$ cat src/rtl/kbd_scancode_decoder.sv
// PS/2 set-2 scan byte decoder: prefix collapse, modifiers, ASCII, event FIFO.
// Define KBD_TYPEMATIC_FILTER_EN to drop typematic repeat makes of held keys.
module kbd_scancode_decoder #(
  parameter int FIFO_DEPTH = 8
) (
  input  logic       clk,
  input  logic       rst,
  input  logic [7:0] kb_data,
  input  logic       kb_ready,
  output logic       kb_nextdata_n,
  output logic       ev_valid,
  output logic [7:0] ev_code,
  output logic       ev_ext,
  output logic       ev_break,
  output logic [7:0] ev_ascii,
  input  logic       ev_rd,
  output logic       shift,
  output logic       ctrl,
  output logic       caps,
  input  logic       ovf_clr,
  output logic       overflow
);

  localparam int AW = $clog2(FIFO_DEPTH);
  localparam logic [AW:0] FULL_CNT = (AW+1)'(FIFO_DEPTH);

  typedef enum logic [1:0] {IDLE, ACK, GAP} st_t;

  st_t        st, st_nx;
  logic [7:0] lat;
  logic       ext_pend, brk_pend;
  logic       d_vld, d_ext, d_brk;
  logic [7:0] d_code;
  logic       lsh, rsh, lct, rct, caps_held;

  logic       is_brk, is_ext, is_disc;
  logic       rep, ev_take, push, pop, full, empty;
  logic [7:0] ascii;
  logic [17:0] ent, head;

  logic [17:0]   mem [FIFO_DEPTH];
  logic [AW-1:0] wp, rp;
  logic [AW:0]   cnt;

`ifdef KBD_TYPEMATIC_FILTER_EN
  logic [511:0] held;
`endif

  function automatic logic [7:0] to_ascii(
    input logic [7:0] c,
    input logic       up,
    input logic       sh
  );
    logic [7:0] l, d, s;
    l = 8'h00;
    d = 8'h00;
    s = 8'h00;
    case (c)
      8'h1c: l = "a";
      8'h32: l = "b";
      8'h21: l = "c";
      8'h23: l = "d";
      8'h24: l = "e";
      8'h2b: l = "f";
      8'h34: l = "g";
      8'h33: l = "h";
      8'h43: l = "i";
      8'h3b: l = "j";
      8'h42: l = "k";
      8'h4b: l = "l";
      8'h3a: l = "m";
      8'h31: l = "n";
      8'h44: l = "o";
      8'h4d: l = "p";
      8'h15: l = "q";
      8'h2d: l = "r";
      8'h1b: l = "s";
      8'h2c: l = "t";
      8'h3c: l = "u";
      8'h2a: l = "v";
      8'h1d: l = "w";
      8'h22: l = "x";
      8'h35: l = "y";
      8'h1a: l = "z";
      8'h16: begin d = "1"; s = "!"; end
      8'h1e: begin d = "2"; s = "@"; end
      8'h26: begin d = "3"; s = "#"; end
      8'h25: begin d = "4"; s = "$"; end
      8'h2e: begin d = "5"; s = "%"; end
      8'h36: begin d = "6"; s = "^"; end
      8'h3d: begin d = "7"; s = "&"; end
      8'h3e: begin d = "8"; s = "*"; end
      8'h46: begin d = "9"; s = "("; end
      8'h45: begin d = "0"; s = ")"; end
      default: ;
    endcase
    if (l != 8'h00) return up ? (l - 8'h20) : l;
    if (d != 8'h00) return sh ? s : d;
    case (c)
      8'h29:   return 8'h20;
      8'h5a:   return 8'h0d;
      8'h66:   return 8'h08;
      default: return 8'h00;
    endcase
  endfunction

  always_comb begin
    st_nx = st;
    unique case (st)
      IDLE:    if (kb_ready) st_nx = ACK;
      ACK:     st_nx = GAP;
      GAP:     st_nx = IDLE;
      default: st_nx = IDLE;
    endcase
  end

  assign is_brk  = (lat == 8'hf0);
  assign is_ext  = (lat == 8'he0) || (lat == 8'he1);
  assign is_disc = (lat == 8'h00) || (lat == 8'haa) ||
                   (lat == 8'hee) || (lat == 8'hfa) ||
                   (lat == 8'hfe) || (lat == 8'hff);

  always_ff @(posedge clk or posedge rst) begin
    if (rst) begin
      st            <= IDLE;
      kb_nextdata_n <= 1'b1;
      lat           <= '0;
      ext_pend      <= 1'b0;
      brk_pend      <= 1'b0;
      d_vld         <= 1'b0;
      d_ext         <= 1'b0;
      d_brk         <= 1'b0;
      d_code        <= '0;
    end else begin
      st            <= st_nx;
      kb_nextdata_n <= (st_nx != ACK);
      if (st == IDLE && kb_ready) lat <= kb_data;
      if (st == ACK) begin
        d_vld  <= !is_brk && !is_ext && !is_disc;
        d_ext  <= ext_pend;
        d_brk  <= brk_pend;
        d_code <= lat;
        unique case (1'b1)
          is_brk:  brk_pend <= 1'b1;
          is_ext:  ext_pend <= 1'b1;
          default: begin
            ext_pend <= 1'b0;
            brk_pend <= 1'b0;
          end
        endcase
      end
    end
  end

  // Decoded event lands in GAP, so ASCII sees modifiers from prior events.
`ifdef KBD_TYPEMATIC_FILTER_EN
  assign rep = !d_brk && held[{d_ext, d_code}];
`else
  assign rep = 1'b0;
`endif

  assign ev_take = (st == GAP) && d_vld && !rep;
  assign ascii   = (d_ext || d_brk) ? 8'h00 :
                   to_ascii(d_code, shift ^ caps, shift);
  assign ent     = {d_ext, d_brk, ascii, d_code};

  assign shift = lsh | rsh;
  assign ctrl  = lct | rct;

  always_ff @(posedge clk or posedge rst) begin
    if (rst) begin
      lsh       <= 1'b0;
      rsh       <= 1'b0;
      lct       <= 1'b0;
      rct       <= 1'b0;
      caps      <= 1'b0;
      caps_held <= 1'b0;
`ifdef KBD_TYPEMATIC_FILTER_EN
      held      <= '0;
`endif
    end else if (ev_take) begin
      if (!d_ext && d_code == 8'h12) lsh <= !d_brk;
      if (!d_ext && d_code == 8'h59) rsh <= !d_brk;
      if (!d_ext && d_code == 8'h14) lct <= !d_brk;
      if (d_ext && d_code == 8'h14) rct <= !d_brk;
      if (!d_ext && d_code == 8'h58) begin
        if (!d_brk && !caps_held) caps <= ~caps;
        caps_held <= !d_brk;
      end
`ifdef KBD_TYPEMATIC_FILTER_EN
      held[{d_ext, d_code}] <= !d_brk;
`endif
    end
  end

  assign empty = (cnt == '0);
  assign full  = (cnt == FULL_CNT);
  assign pop   = ev_rd && !empty;
  assign push  = ev_take && (!full || pop);

  always_ff @(posedge clk) begin
    if (push) mem[wp] <= ent;
  end

  always_ff @(posedge clk or posedge rst) begin
    if (rst) begin
      wp       <= '0;
      rp       <= '0;
      cnt      <= '0;
      overflow <= 1'b0;
    end else begin
      if (push) wp <= wp + 1'b1;
      if (pop)  rp <= rp + 1'b1;
      if (push && !pop)      cnt <= cnt + 1'b1;
      else if (pop && !push) cnt <= cnt - 1'b1;
      if (ev_take && full && !pop) overflow <= 1'b1;
      else if (ovf_clr)            overflow <= 1'b0;
    end
  end

  assign head     = mem[rp];
  assign ev_valid = !empty;
  assign {ev_ext, ev_break, ev_ascii, ev_code} = ev_valid ? head : 18'h0;

endmodule

$ cat config.mk
export PLATFORM = sky130hd
export DESIGN_NAME = kbd_scancode_decoder
export DESIGN_NICKNAME = d
export VERILOG_FILES = /design/src/rtl/kbd_scancode_decoder.sv
export SDC_FILE = /design/constraint.sdc
export NUM_CORES = 1
export LEC_CHECK = 0
export BUFFER_PORTS_ARGS = -buffer_cell sky130_fd_sc_hd__buf_2
export CELL_PAD_IN_SITES_DETAIL_PLACEMENT = 1
export CELL_PAD_IN_SITES_GLOBAL_PLACEMENT = 1
export CORE_UTILIZATION = 40
export DETAILED_ROUTE_END_ITERATION = 6
export GPL_ROUTABILITY_DRIVEN = 0
export PLACE_DENSITY_LB_ADDON = 0.1
export RECOVER_POWER = 25
export SETUP_SLACK_MARGIN = 0.02
export SLEW_MARGIN = 30
export SYNTH_ARGS = -nofsm -noshare
export SYNTH_HDL_FRONTEND = slang
export SYNTH_SLANG_ARGS = --single-unit
$ cat constraint.sdc
create_clock -name clk -period 3.9 [get_ports clk]
set_clock_uncertainty 0.15 [all_clocks]
set_input_delay 0.195 -clock clk [delete_from_list [all_inputs] [get_ports clk]]
set_output_delay 0.195 -clock clk [all_outputs]
set_load 0.01 [all_outputs]
# Word level (Yosys, flattened, before mapping)
# Memories as Yosys holds them, arrays and structs flattened.
# Cells that the tools add are included.
# Widths: inputs -> output; s select.
totals:
  reg_bits: 41
  ram_bits: 144
  inputBits: 13
  output_inout_bits: 24
  word_cells: 160
  mem_count: 1
op_classes:
  add_sub_neg: 5
  n_eq_ne: 55
  mux: 25
  bitwise_logic: 6
  n_reduce_logical: 49
mem_list:
  columns: ["memory", "depth", "word_bits", "read_ports", "rd_ports_with_merged_regs", "write_ports", "line_no", "source"]
  rows:
  - ["mem", 8, 18, 1, 0, 1, "41", "logic [17:0] mem [FIFO_DEPTH];"]
ops:
  columns: ["op", "count"]
  rows:
  - ["$eq 8x6->1 const B", 23]
  - ["$pmux 7 s26", 1]
  - ["$eq 8x7->1 const B", 11]
  - ["$eq 8x5->1 const B", 9]
  - ["$pmux 7 s10", 1]
  - ["$eq 8x8->1 const B", 8]
  - ["$pmux 6 s10", 1]
  - ["$mux 8", 7]
  - ["$mux 18", 1]
  - ["$pmux 6 s3", 1]
  - ["$logic_and 1x1->1", 16]
  - ["$reduce_bool 8->1", 2]
  - ["$reduce_and 2->1", 7]
  - ["$logic_not 1->1", 10]
  - ["$logic_not 8->1", 1]
  - ["$logic_or 1x1->1", 8]
  - ["$mux 4", 2]
  - ["$sub 8x6->8 const B", 1]
  - ["$mux 1", 7]
  - ["$add 3x1->3 const B", 2]
  - ["$add 4x1->4 const B", 1]
  - ["$eq 4x4->1 const B", 1]
  - ["$logic_not 4->1", 1]
  - ["$pmux 1 s2", 2]
  - ["12 further kinds", 16]

# Depth between registers and ports, before layout
depth:
  depth_word: 9
  depth_mapped: 12
  depth_no_buf: 11

# Worst setup path before layout
# No wires, ideal clock.
synth_path:
  kind: "flip-flop to flip-flop"
  startpoint: "register cnt[0]"
  endpoint: "memory mem[0][0], enable pin"
  setup_time_ns: 0.416
  arrival_ns: 2.344
  setup_slack_ns: 0.990
  stages_incl_launch_ff: 7
  synth_period_minus_slack_ns: 2.910
  cell_sequence: "dfrtp_1 > nor3_1 > nand3b_1 > nor2b_1 > clkbuf_1 > nand2b_1 > nor3_1"
synth_between:
  elab_chain_cells: 7
  elab_cells_between_ends: 9
  cone_classes: "1 x eq/ne; 2 x mux; 6 x reduce/logical"
synth_lines:
  columns: ["element", "line_no", "source"]
  rows:
  - ["from (decl)", "43", "logic [AW:0] cnt;"]
  - ["from (signal assigned)", "214", "if (push && !pop) cnt <= cnt + 1'b1;"]
  - ["from (signal assigned)", "215", "else if (pop && !push) cnt <= cnt - 1'b1;"]
  - ["$logic_not 4->1", "196", "assign empty = (cnt == '0);"]
  - ["$logic_not 1->1", "198", "assign pop = ev_rd && !empty;"]
  - ["$logic_and 1x1->1", "198", null]
  - ["$logic_or 1x1->1 (*)", "199", "assign push = ev_take && (!full || pop);"]
  - ["$logic_and 1x1->1 (*)", "199", null]
  - ["net push", "37", "logic rep, ev_take, push, pop, full, empty;"]
  - ["$mux 1 (*)", "202", "if (push) mem[wp] <= ent;"]
  - ["$mux 1 (not written as such) (*)", "202", null]
  - ["to (decl)", "41", null]
# Mark *: on every way through the listed nets, which the timed path passes. The rest lies on a longest branch.

# Worst setup path in the final report
layout_path:
  startpoint: "register d_code[6]"
  endpoint: "memory mem[7][14], data pin"
layout_between:
  elab_chain_cells: 9
  elab_cells_between_ends: 52
  cone_classes: "1 x add/sub; 36 x eq/ne; 13 x mux; 2 x reduce/logical"
layout_lines:
  columns: ["element", "line_no", "source"]
  rows:
  - ["from (decl)", "33", "logic [7:0] d_code;"]
  - ["from (signal assigned)", "142", "d_code <= lat;"]
  - ["$eq 8x5->1 (tied with other cells)", "58", "case (c)"]
  - ["$pmux 7 s26", "58", null]
  - ["$sub 8x6->8", "97", "if (l != 8'h00) return up ? (l - 8'h20) : l;"]
  - ["$mux 8 (2 in a row)", "97", null]
  - ["$mux 8", "98", "if (d != 8'h00) return sh ? s : d;"]
  - ["$mux 8", "99", "case (c)"]
  - ["$mux 8 (*)", "98", null]
  - ["$mux 8 (*)", "163", "assign ascii = (d_ext || d_brk) ? 8'h00 :"]
  - ["net ascii[6]", "38", "logic [7:0] ascii;"]
# Mark *: on every way through the listed nets, which the timed path passes. The rest lies on a longest branch. The select of a mux whose other input is x is not followed.

==> flow_metrics.tcl <==
set metrics [dict create \
    overflow 0 \
    path_class "reg -> reg" \
    diodes 0 \
    p_total_mw 6.90 \
    worstPathRequired_ps 3910 \
    synthTopCellsByCount "144 x edfxtp_1, 54 x nand2_1, 41 x nor2_1" \
    fmax_mhz 293 \
    dp_hpwl_microns 12700 \
    fp-row-count 52 \
    wl_per_cell_microns 22.0 \
    synthArstFlopShare_pct 22.2 \
    setup_viol 0 \
    syn_to_final_growth_pct 15.2 \
    drive_above_1_share_pct 23.5 \
    synth_edf_count 144 \
    fin_ws_ps 489 \
    routed_wl_microns 19900 \
    syn-cell-area_sq_mm 0.00829 \
    grt_start_max_net_pins 42 \
    num_io_pins 37 \
    setup_tns_ps 0 \
    cpPeakStageDelay_ps 810 \
    cts_resized 0 \
    grt_usage_pct 19.9 \
    seqCellArea_sq_mm 0.00535 \
    worst_pin_slew_ps 1900 \
    cts_buffers 17 \
    synthesis.nets 588 \
    die_x_microns 146 \
    yosys.area.top_type_share_pct 52.2 \
    multi_input_area_sq_mm 0.00274 \
    die_h_microns 146 \
    start_util_pct 40.8 \
    yosysTopAreaCell "edfxtp_1" \
    yosys.cell_count.top_type "edfxtp_1" \
    endpoint_kind "flip-flop" \
    status "finished, violations left" \
    root_buffer "clkbuf_16" \
    finalHoldWorstSlack_ps 201 \
    cts_tree "built" \
    antenna_found_initial 0 \
    crit_path_max_fanout 19 \
    failed_checks "capacitance limit, slew limit" \
    clk_path_buf_depth 2 \
    postSynthAreaPerCell_sq_um 14.6 \
    vias 5030 \
    postRouteAntennaNets 0 \
    powerDensity_mw_per_mm2 722 \
    drc 0 \
    leakage_nw 3.39 \
    crit_path_start_kind "flip-flop" \
    drtPass1Iterations 4 \
    die-area_sq_mm 0.0213 \
    hp-class "in -> reg" \
    vias_per_cell 5.56 \
    clock-sinks 185 \
    drv_cap 1 \
    ys_seq_area_share_pct 64.5 \
    core_sq_mm 0.0203 \
    rsz0062_at_grt "false" \
    slew_headroom_pct -27.5 \
    path_cells "nor4b_2 -> a32oi_1 -> a31oi_1 -> nor3_2 -> nand2_1 -> inv_1 -> ha_1 -> a21o_1 -> a21oi_1" \
    synthFlopType "edfxtp_1" \
    synth.area.top_cells "edfxtp_1 52%, dfrtp_1 12%, mux4_2 9.8%" \
    finalCriticalPeriod_ps 3410 \
    netlist_instances 567 \
    ir_drop_mv 0.366 \
    cts.clk_slew.worst_paths_ps 70 \
    grt_pass1_vias 5299 \
    finalNetCount 642 \
    io_buffers 36 \
    drt_iter0_drc 441 \
    n_fill_cell 2039 \
    yosys_warnings 0 \
    h-tree-depth 4 \
    ys_ff_latch 185 \
    slowest_stage "dfrtp_1" \
    period_share_pct 87.5 \
    timing_hold_violations_final 0 \
    arrival_ps 3420 \
    clkLatencyLatePin_ps 430 \
    grt_pass1_wl_microns 31400 \
    slew_viol_final 42 \
    yosysUniqueCellTypes 65 \
    pre_cts_slack_ps 549 \
]
==> placed cells by master, fill, tap and decap left out, types with 17 or more instances in the layout <==
master     synthesis  layout
buf_2             15      36
o21ai_0           25      25
edfxtp_1         144     144
mux4_2            36      36
clkbuf_16          0      17
buf_4              0      21
nand2_1           54      54
dfrtp_1           40      39
nor2_1            41      41
mux2i_1           18      18
==> flip-flops by register name, summed over array words and instances (netlist names) <==
register,flops
brk_pend,1
caps,1
caps_held,1
cnt,4
d_brk,1
d_code,8
d_ext,1
d_vld,1
ext_pend,1
kb_nextdata_n,1
lat,8
lct,1
lsh,1
mem,144
overflow,1
rct,1
rp,3
rsh,1
st,2
wp,3
==> critical path, delay by kind of cell, from the launching register on <==
| kind | cells | cell delay [ps] |
|---|---|---|
| adder cells (fa/ha/maj) | 1 | 200 |
| AND/OR/NAND/NOR | 3 | 900 |
| AO/OA/AOI/OAI | 4 | 980 |
| buffers and inverters | 1 | 90 |
| flip-flops | 1 | 810 |
==> routing by layer <==
layer / wire length [microns] / share of wire, % / up-vias / global-route usage (%)
met4: 325 / 1.6 / 0 / 7.00
li1: - / - / 2285 / -
met3: 635 / 3.2 / 20 / 3.45
met1: 9070 / 46 / 2638 / 27.0
met5: 0 / 0 / - / 0
met2: 9820 / 49 / 87 / 32.4
==> stage by stage <==
stage	util [%]	cells	area, sq um
finish	47.1	904	9550
global route	47.1	904	9550
global placement	43.5	860	8830
detailed placement	43.5	860	8830
floorplan	-	567	8290
CTS	47.1	904	9550
==> cell families (layout without fill, tap and decap cells) <==
kind of cell	count (synthesis)	count (layout)	share of synthesized area (%)
flip-flops	185	185	64.5
AND/OR/NAND/NOR	167	167	10.2
AO/OA/AOI/OAI	80	80	6.58
multiplexers	63	63	13.2
buffers and inverters	50	117	2.67
XOR/XNOR	13	13	1.37
adder cells (fa/ha/maj)	9	9	1.42
==> timing repair <==
item                      CTS  global route
hold endpoints to repair   51             0
buffers inserted            0             0
hold buffers               12             0
==> final timing paths <==
kind	start	to	slack (ps)	depth (start not counted)
worst max-delay path	d_code[6]$_DFFE_PP0P_	mem[7][14]$_DFFE_PP_	490	9
max in group asynchronous	rst	rp[0]$_DFFE_PP0N_	2000	3
worst min-delay path	kb_ready	st[0]$_DFF_PP0_	200	3
worst min register to register	ext_pend$_DFFE_PP0P_	d_ext$_DFFE_PP0P_	330	2
worst max register to register	d_code[6]$_DFFE_PP0P_	mem[7][14]$_DFFE_PP_	490	9
min in group asynchronous	rst	lat[6]$_DFFE_PP0P_	620	3
==> power breakdown <==
| group | internal (mW) | switching (mW) | total [mW] |
|---|---|---|---|
| Sequential | 2.47 | 0.418 | 2.89 |
| Combinational | 1.01 | 1.22 | 2.23 |
| Clock | 0.971 | 0.811 | 1.78 |
==> cell type report <==
| class | count | share of cell area [%] |
|---|---|---|
| inverter | 15 | 0.603 |
| timing repair buffer | 70 | 4.83 |
| sequential | 185 | 56.0 |
| clock inverter | 15 | 1.89 |
| multi-input combinational | 332 | 28.6 |
| clock buffer | 17 | 4.45 |
| tap | 270 | 3.54 |
No activity file was read; power rests on OpenSTA's default activity.
